### src/rtl/video_mode_pkg.sv
// Mode encodings for the video mux selects and the helpers that step
// them when a button press arrives.
package video_mode_pkg;

  typedef enum logic [1:0] {
    BG_CAMERA  = 2'b00,
    BG_CHANNEL = 2'b01,
    BG_THRESH  = 2'b10,
    BG_YMASK   = 2'b11
  } bg_mode_t;

  typedef enum logic [1:0] {
    TGT_NONE      = 2'b00,
    TGT_CROSSHAIR = 2'b01,
    TGT_SPRITE    = 2'b10,
    TGT_TEST      = 2'b11
  } tgt_mode_t;

  function automatic bg_mode_t next_bg(input bg_mode_t cur);
    logic [1:0] v;
    v = cur;
    v = v + 2'd1;
    return bg_mode_t'(v);
  endfunction

  // With the test colour skipped, both SPRITE and TEST (reachable only via override) wrap to NONE.
  function automatic tgt_mode_t next_tgt(input tgt_mode_t cur, input logic skip_test);
    logic [1:0] v;
    v = cur;
    if (skip_test && (cur == TGT_SPRITE || cur == TGT_TEST)) begin
      v = 2'd0;
    end else begin
      v = v + 2'd1;
    end
    return tgt_mode_t'(v);
  endfunction

endpackage

### src/rtl/button_debouncer.sv
// Synchronizes a raw button, debounces it by requiring a run of stable
// differing samples, and emits a one-cycle pulse on each accepted press.
module button_debouncer #(
  parameter int DEBOUNCE_CYCLES = 200000
) (
  input  logic i_clk,
  input  logic i_rst_n,
  input  logic i_btn,
  output logic o_level,
  output logic o_press
);

  localparam int CW = $clog2(DEBOUNCE_CYCLES + 1);
  localparam logic [CW-1:0] LAST = CW'(DEBOUNCE_CYCLES - 1);

  logic          r_meta;
  logic          r_sync;
  logic [CW-1:0] r_cnt;
  logic          r_level;
  logic          r_press;

  always_ff @(posedge i_clk or negedge i_rst_n) begin
    if (!i_rst_n) begin
      r_meta  <= 1'b0;
      r_sync  <= 1'b0;
      r_cnt   <= '0;
      r_level <= 1'b0;
      r_press <= 1'b0;
    end else begin
      r_meta  <= i_btn;
      r_sync  <= r_meta;
      r_press <= 1'b0;
      if (r_sync == r_level) begin
        r_cnt <= '0;
      end else if (r_cnt == LAST) begin
        // Only a rising accepted level counts as a press; releases are silent.
        r_cnt   <= '0;
        r_level <= r_sync;
        r_press <= r_sync;
      end else begin
        r_cnt <= r_cnt + CW'(1);
      end
    end
  end

  assign o_level = r_level;
  assign o_press = r_press;

endmodule

### src/rtl/video_mode_ctrl.sv
// Collects button presses and overrides into pending modes and commits them
// to the video mux selects only at frame start.
module video_mode_ctrl
  import video_mode_pkg::*;
#(
  parameter int DEBOUNCE_CYCLES = 200000,
  parameter int SKIP_TEST_COLOR = 1
) (
  input  logic       clk_in,
  input  logic       rst_in_n,
  input  logic       btn_bg_in,
  input  logic       btn_tgt_in,
  input  logic       frame_start_in,
  input  logic       override_valid_in,
  input  logic [1:0] override_bg_in,
  input  logic [1:0] override_tgt_in,
  output logic [1:0] background_choice_out,
  output logic [1:0] target_choice_out,
  output logic       pending_out,
  output logic       mode_changed_out
);

  localparam logic SKIP = (SKIP_TEST_COLOR != 0);

  logic      w_bg_press;
  logic      w_tgt_press;
  logic      w_bg_level;
  logic      w_tgt_level;
  logic      w_pending;
  bg_mode_t  w_pend_bg_nxt;
  tgt_mode_t w_pend_tgt_nxt;

  bg_mode_t  r_pend_bg;
  tgt_mode_t r_pend_tgt;
  bg_mode_t  r_bg_out;
  tgt_mode_t r_tgt_out;
  logic      r_changed;

  button_debouncer #(.DEBOUNCE_CYCLES(DEBOUNCE_CYCLES)) u_bg_debounce (
    .i_clk   (clk_in),
    .i_rst_n (rst_in_n),
    .i_btn   (btn_bg_in),
    .o_level (w_bg_level),
    .o_press (w_bg_press)
  );

  button_debouncer #(.DEBOUNCE_CYCLES(DEBOUNCE_CYCLES)) u_tgt_debounce (
    .i_clk   (clk_in),
    .i_rst_n (rst_in_n),
    .i_btn   (btn_tgt_in),
    .o_level (w_tgt_level),
    .o_press (w_tgt_press)
  );

  // An override in the same cycle as a press wins and the press is dropped.
  always_comb begin
    w_pend_bg_nxt  = r_pend_bg;
    w_pend_tgt_nxt = r_pend_tgt;
    if (override_valid_in) begin
      w_pend_bg_nxt  = bg_mode_t'(override_bg_in);
      w_pend_tgt_nxt = tgt_mode_t'(override_tgt_in);
    end else begin
      if (w_bg_press) begin
        w_pend_bg_nxt = next_bg(r_pend_bg);
      end
      if (w_tgt_press) begin
        w_pend_tgt_nxt = next_tgt(r_pend_tgt, SKIP);
      end
    end
  end

  assign w_pending = (r_pend_bg != r_bg_out) || (r_pend_tgt != r_tgt_out);

  always_ff @(posedge clk_in or negedge rst_in_n) begin
    if (!rst_in_n) begin
      r_pend_bg  <= BG_CAMERA;
      r_pend_tgt <= TGT_NONE;
      r_bg_out   <= BG_CAMERA;
      r_tgt_out  <= TGT_NONE;
      r_changed  <= 1'b0;
    end else begin
      r_pend_bg  <= w_pend_bg_nxt;
      r_pend_tgt <= w_pend_tgt_nxt;
      r_changed  <= 1'b0;
      // Commit samples the pending values from before this edge, so a
      // coincident press or override lands at the following frame.
      if (frame_start_in) begin
        r_bg_out  <= r_pend_bg;
        r_tgt_out <= r_pend_tgt;
        r_changed <= w_pending;
      end
    end
  end

  assign background_choice_out = r_bg_out;
  assign target_choice_out     = r_tgt_out;
  assign pending_out           = w_pending;
  assign mode_changed_out      = r_changed;

endmodule

### config.mk
export PLATFORM = sky130hd
export DESIGN_NAME = video_mode_ctrl
export DESIGN_NICKNAME = d
export VERILOG_FILES = /design/src/rtl/video_mode_pkg.sv /design/src/rtl/button_debouncer.sv /design/src/rtl/video_mode_ctrl.sv
export SDC_FILE = /design/constraint.sdc
export NUM_CORES = 1
export LEC_CHECK = 0
export ABC_AREA = 1
export BUFFER_PORTS_ARGS = -buffer_cell sky130_fd_sc_hd__buf_2
export CAP_MARGIN = 0
export CELL_PAD_IN_SITES_DETAIL_PLACEMENT = 1
export CELL_PAD_IN_SITES_GLOBAL_PLACEMENT = 1
export CORE_MARGIN = 2
export CORE_UTILIZATION = 40
export CTS_CLUSTER_DIAMETER = 30
export DETAILED_ROUTE_END_ITERATION = 7
export HOLD_SLACK_MARGIN = 0.06
export PLACE_DENSITY = 0.84
export SLEW_MARGIN = 20
export SYNTH_ARGS = -nofsm -noshare
export SYNTH_HDL_FRONTEND = slang
export SYNTH_SLANG_ARGS = --single-unit
export TNS_END_PERCENT = 20
### constraint.sdc
create_clock -name clk_in -period 1.2 [get_ports clk_in]
set_clock_uncertainty 0.05 [all_clocks]
set_input_delay 0.24 -clock clk_in [delete_from_list [all_inputs] [get_ports clk_in]]
set_output_delay 0.24 -clock clk_in [all_outputs]
set_load 0.05 [all_outputs]
Word-level counts from Yosys, hierarchy flattened
Cells that the tools add are included.

word-level totals
  register bits after elaboration = 53
  output and inout bits = 6
  bits of input ports = 10
  word-level logic and storage cells = 49

cells by class
  add/sub/neg operators = 4
  bitwise logic cells = 2
  mux-type cells = 14
  reductions and logical operators = 6
  equality and inequality tests = 8

operators by type and width
  kind                   number
  $mux 18                4
  $add 18x1->18 const B  2
  $eq 18x18->1 const B   2
  $mux 2                 5
  $mux 1                 5
  $add 2x1->2 const B    2
  $eq 2x2->1 const B     2
  $ne 2x2->1             2
  $reduce_and 2->1       2
  $reduce_bool 2->1      2
  $eq 1x1->1             2
  $logic_or 1x1->1       2
  $not 1->1              2

Logic depth before layout (Yosys ltp)
  word-level depth = 5
  depth in mapped cells = 9

Hierarchy
From an unflattened synthesis, not the netlist that was laid out.

second synthesis, totals
  cell total of the unflattened synthesis = 326
  area total of the unflattened synthesis = 2720.1 µm²

modules (own cells, without submodules)
  module                              times used  area each (µm²)  cells each
  button_debouncer at u_tgt_debounce  1           1152.4           135
  button_debouncer at u_bg_debounce   1           1109.8           129
  video_mode_ctrl                     1           457.9            62

Worst setup path before layout
No wires, ideal clock.

  kind = register to output
  start = register r_tgt_out[0], in the netlist target_choice_out[0]
  end = output pending_out
  stages on the path, launching flop included = 4
  buffers on the path = 0
  arrival time = 1.271 ns
  path slack = -0.361 ns
  path through = dfrtp_1 xor2_1 nor3_1 nand2_1

on the way
  word-level cells in the longest chain between the ends = 2

ends and longest elaborated chain
  item                    RTL line               RTL
  start, declared         video_mode_ctrl.sv:36  tgt_mode_t r_tgt_out;
  start signal, assigned  video_mode_ctrl.sv:89  r_tgt_out <= r_pend_tgt;
  $ne 2x2->1              video_mode_ctrl.sv:72  assign w_pending = (r_pend_bg != r_bg_out) || (r_pend_tgt != r_tgt_out);
  $logic_or 1x1->1        video_mode_ctrl.sv:72
  end, declared           video_mode_ctrl.sv:19  output logic pending_out,

Every way passes these cells.

Worst setup path after layout
  start = register r_pend_tgt[1]
  end = output pending_out

on the way
  word-level cells in the longest chain between the ends = 2

ends and longest elaborated chain
  item                    RTL line               RTL
  start, declared         video_mode_ctrl.sv:34  tgt_mode_t r_pend_tgt;
  start signal, assigned  video_mode_ctrl.sv:83  r_pend_tgt <= w_pend_tgt_nxt;
  $ne 2x2->1              video_mode_ctrl.sv:72
  $logic_or 1x1->1        video_mode_ctrl.sv:72

Every way passes these cells.

==> flow_metrics.env <==
export IMPL_hold_path_class="input pin to flop"
export IMPL_place_port_buffers=15
export IMPL_slew_viol_final=0
export IMPL_clk_latency_ns=0.33
export IMPL_cpMaxStageDelayCell="dfrtp_1"
export IMPL_path_delay_family="flip-flops"
export IMPL_hold_violations=0
export IMPL_finalNonFillerCells=486
export IMPL_hold_depth=3
export IMPL_worst_slack_ns=-0.486
export IMPL_yosys_cell_types_count=25
export IMPL_layout_common_cells="buf_4, nand2_1, nor2_1"
export IMPL_drc=2
export IMPL_netlist_instances=320
export IMPL_synth_seq_area_share_pct=49.6
export IMPL_grt_pass1_wl_mm=14.2
export IMPL_vias=2668
export IMPL_avgRoutedWirePerCell_um=21.7
export IMPL_die_h_um=85.7
export IMPL_track_usage_pct=25.4
export IMPL_required_ns=0.91
export IMPL_clk_pin_slew_ns=0.10
export IMPL_cts_inserted_buffers=5
export IMPL_placedCellCount=461
export IMPL_met2_usage_pct=49.0
export IMPL_p_leak_nw=1.71
export IMPL_met1_usage_pct=28.6
export IMPL_path_max_fanout=3
export IMPL_via_per_inst=5.49
export IMPL_critical_path_class="flop to output pin"
export IMPL_syn_to_final_growth_pct=46.5
export IMPL_synth_area_top_cells="dfrtp_1, nor2_1, nand2_1, inv_1, xor2_1"
export IMPL_path_depth=5
export IMPL_yosysTopAreaCellShare_pct=49.6
export IMPL_worstPathArrival_ns=1.40
export IMPL_drt_pass1_iterations=6
export IMPL_final_util_pct=60.9
export IMPL_met3_usage_pct=3.46
export IMPL_dieArea_um2=7350
export IMPL_core_um2=6420
export IMPL_min_period_over_period_pct=140
export IMPL_grt_pass1_vias=2794
export IMPL_htreeDepth=2
export IMPL_drt_total_wl_mm=10.6
export IMPL_layout_commonest_cell="buf_4"
export IMPL_drtAntennaViolNets=0
export IMPL_overflow=0
export IMPL_core_rowCount=29
export IMPL_endpoint_kind="output pin"
export IMPL_cts_path_max_buffers=2
export IMPL_antenna_found_initial=0
export IMPL_cp_start_kind="flop"
export IMPL_synth_nets=332
export IMPL_status="finished, violations left"
export IMPL_hpwlAfterDp_mm=5.51
export IMPL_setup_viol=47
export IMPL_cts_tree="yes"
export IMPL_powerDensity_nw_per_um2=921
export IMPL_diodes=0
export IMPL_clkSinkCount=53
export IMPL_layout_drive_gt1_share_pct=45.0
export IMPL_ys_warn_count=0
export IMPL_ir_drop_mv=0.492
export IMPL_max_freq_ghz=0.593
export IMPL_clock_tree_root_cell="clkbuf_8"
export IMPL_cp_cell_sequence="inv_1 -> nor2_1 -> nor3_2 -> nand2_2 -> buf_6"
export IMPL_multi_input_comb_area_um2=1570
export IMPL_yosys_area_top_type="dfrtp_1"
export IMPL_ioPinCount=16
export IMPL_drt_iter0_drc=108
export IMPL_worst_pin_slew_ns=0.306
export IMPL_ys_seq_elements=53
export IMPL_syn_area_um2=2670
export IMPL_final_nets=421
export IMPL_syn_area_per_cell_um2=8.35
export IMPL_grt_max_degree=54
export IMPL_reg2reg_depth=8
export IMPL_relSlewSlack_pct=79.6
export IMPL_gr_max_usage_layer="met2"
export IMPL_fillerInstances=730
export IMPL_violations="DRC, setup timing"
export IMPL_min_period_ns=1.69
export IMPL_maxCapViolCount=0
export IMPL_seq_area_um2=1340
export IMPL_die_x_um=85.7
export IMPL_tns_ns=-9.11
export IMPL_rsz0062_at_grt="yes"
export IMPL_crit_buf_inv=2
export IMPL_gp_congestion=0.830
export IMPL_initial_core_util_pct=41.6
export IMPL_critical_path_max_stage_delay_ns=0.42
## layout make-up
class | instances | area share [%]
Clock buffer | 6 | 2.11
Clock inverter | 1 | 0.192
Tap cell | 77 | 2.46
Inverter | 40 | 4.09
Multi-Input combinational cell | 228 | 40.2
Sequential cell | 53 | 34.3
Timing Repair Buffer | 81 | 16.6
## synth_stat cells
| library cell | number |
|---|---|
| nor2_1 | 61 |
| nand2_1 | 60 |
| dfrtp_1 | 53 |
| inv_1 | 36 |
| nand3_1 | 17 |
| xor2_1 | 14 |
| nor3_1 | 12 |
| xnor2_1 | 11 |
| a21oi_1 | 9 |
| nand4_1 | 9 |
| nor2_2 | 8 |
| nand2_2 | 5 |
| inv_2 | 4 |
| nor2_4 | 4 |
| o21ai_0 | 4 |
| ha_1 | 2 |
| mux2_2 | 2 |
| o21a_1 | 2 |
| a21boi_0 | 1 |
| a22oi_1 | 1 |
| nand2_4 | 1 |
| nand3_2 | 1 |
| o21ai_1 | 1 |
| o41ai_1 | 1 |
| xor2_2 | 1 |
## worst reg2reg max path: stages (launching register included)
cell     delay, ns
dfrtp_1       0.42
buf_4         0.18
nand2_1       0.06
inv_1         0.09
nand2_1       0.12
nor2_1        0.28
nand3_2       0.12
nand3_2       0.10
nor2_1        0.06
## state kept, by name (all words and copies together) (netlist names), 2 cells and up
name                   cells
u_tgt_debounce.r_cnt      18
u_bg_debounce.r_cnt       18
target_choice_out          2
r_pend_tgt                 2
r_pend_bg                  2
background_choice_out      2
## cell families (layout without fill, tap and decap cells)
| family | count (synthesis) | in the layout | synth area share [%] |
|---|---|---|---|
| and+or+nand+nor | 178 | 179 | 30.1 |
| DFF | 53 | 53 | 49.6 |
| buffers and inverters | 40 | 128 | 5.62 |
| xor gates and xnor gates | 26 | 26 | 8.81 |
| AOI/OAI and AO/OA | 19 | 19 | 4.07 |
| adders and majority gates | 2 | 2 | 0.937 |
| muxes | 2 | 2 | 0.843 |
## worst paths after layout
kind | start | endpoint | slack, ns
worst min register to register | u_tgt_debounce.r_meta$_DFF_PN0_ | u_tgt_debounce.r_sync$_DFF_PN0_ | 0.31
worst max-delay path | r_pend_tgt[1]$_DFFE_PN0P_ | pending_out | -0.49
max in group asynchronous | rst_in_n | target_choice_out[0]$_DFFE_PN0P_ | 0.45
worst max register to register | u_tgt_debounce.r_cnt[9]$_DFF_PN0_ | u_tgt_debounce.r_cnt[17]$_DFF_PN0_ | -0.39
min in group asynchronous | rst_in_n | u_tgt_debounce.r_cnt[0]$_DFF_PN0_ | 0.37
worst min-delay path | override_tgt_in[0] | r_pend_tgt[0]$_DFFE_PN0P_ | 0.11
## where the power goes
group / internal [mW] / switching, mW / total, mW
sequential: 1.85 / 0.0595 / 1.91
combinational: 0.235 / 0.325 / 0.559
clock: 0.459 / 0.679 / 1.14
## metrics by stage
step	total power, mW	hold slack, ns	instance area (um2)	setup slack [ns]
4_1_cts	3.48	0.126	3660	-0.457
2_1_floorplan	2.14	-0.106	2710	-0.145
6_report	3.60	0.115	3910	-0.486
5_1_grt	3.71	0.121	3910	-0.533
3_3_place_gp	2.31	0.207	3260	-0.143
3_5_place_dp	2.34	0.212	3260	-0.230
## layer usage
layer,share of wire [%],vias to the layer above
met2,54,110
met4,4.7,0
met5,0,-
li1,-,1181
met3,3.9,40
met1,37,1337
## timing repair
| action | CTS | global route |
|---|---|---|
| pin swaps | 21 | 28 |
| endpoints found under the hold margin | 55 | 0 |
| endpoints found under the setup margin | 43 | 46 |
| buffers inserted | 9 | 7 |
| gates resized for setup | 53 | 59 |
| hold buffers | 3 | 0 |
| cloned | 1 | 0 |
Power figures use the tool's default switching activity.
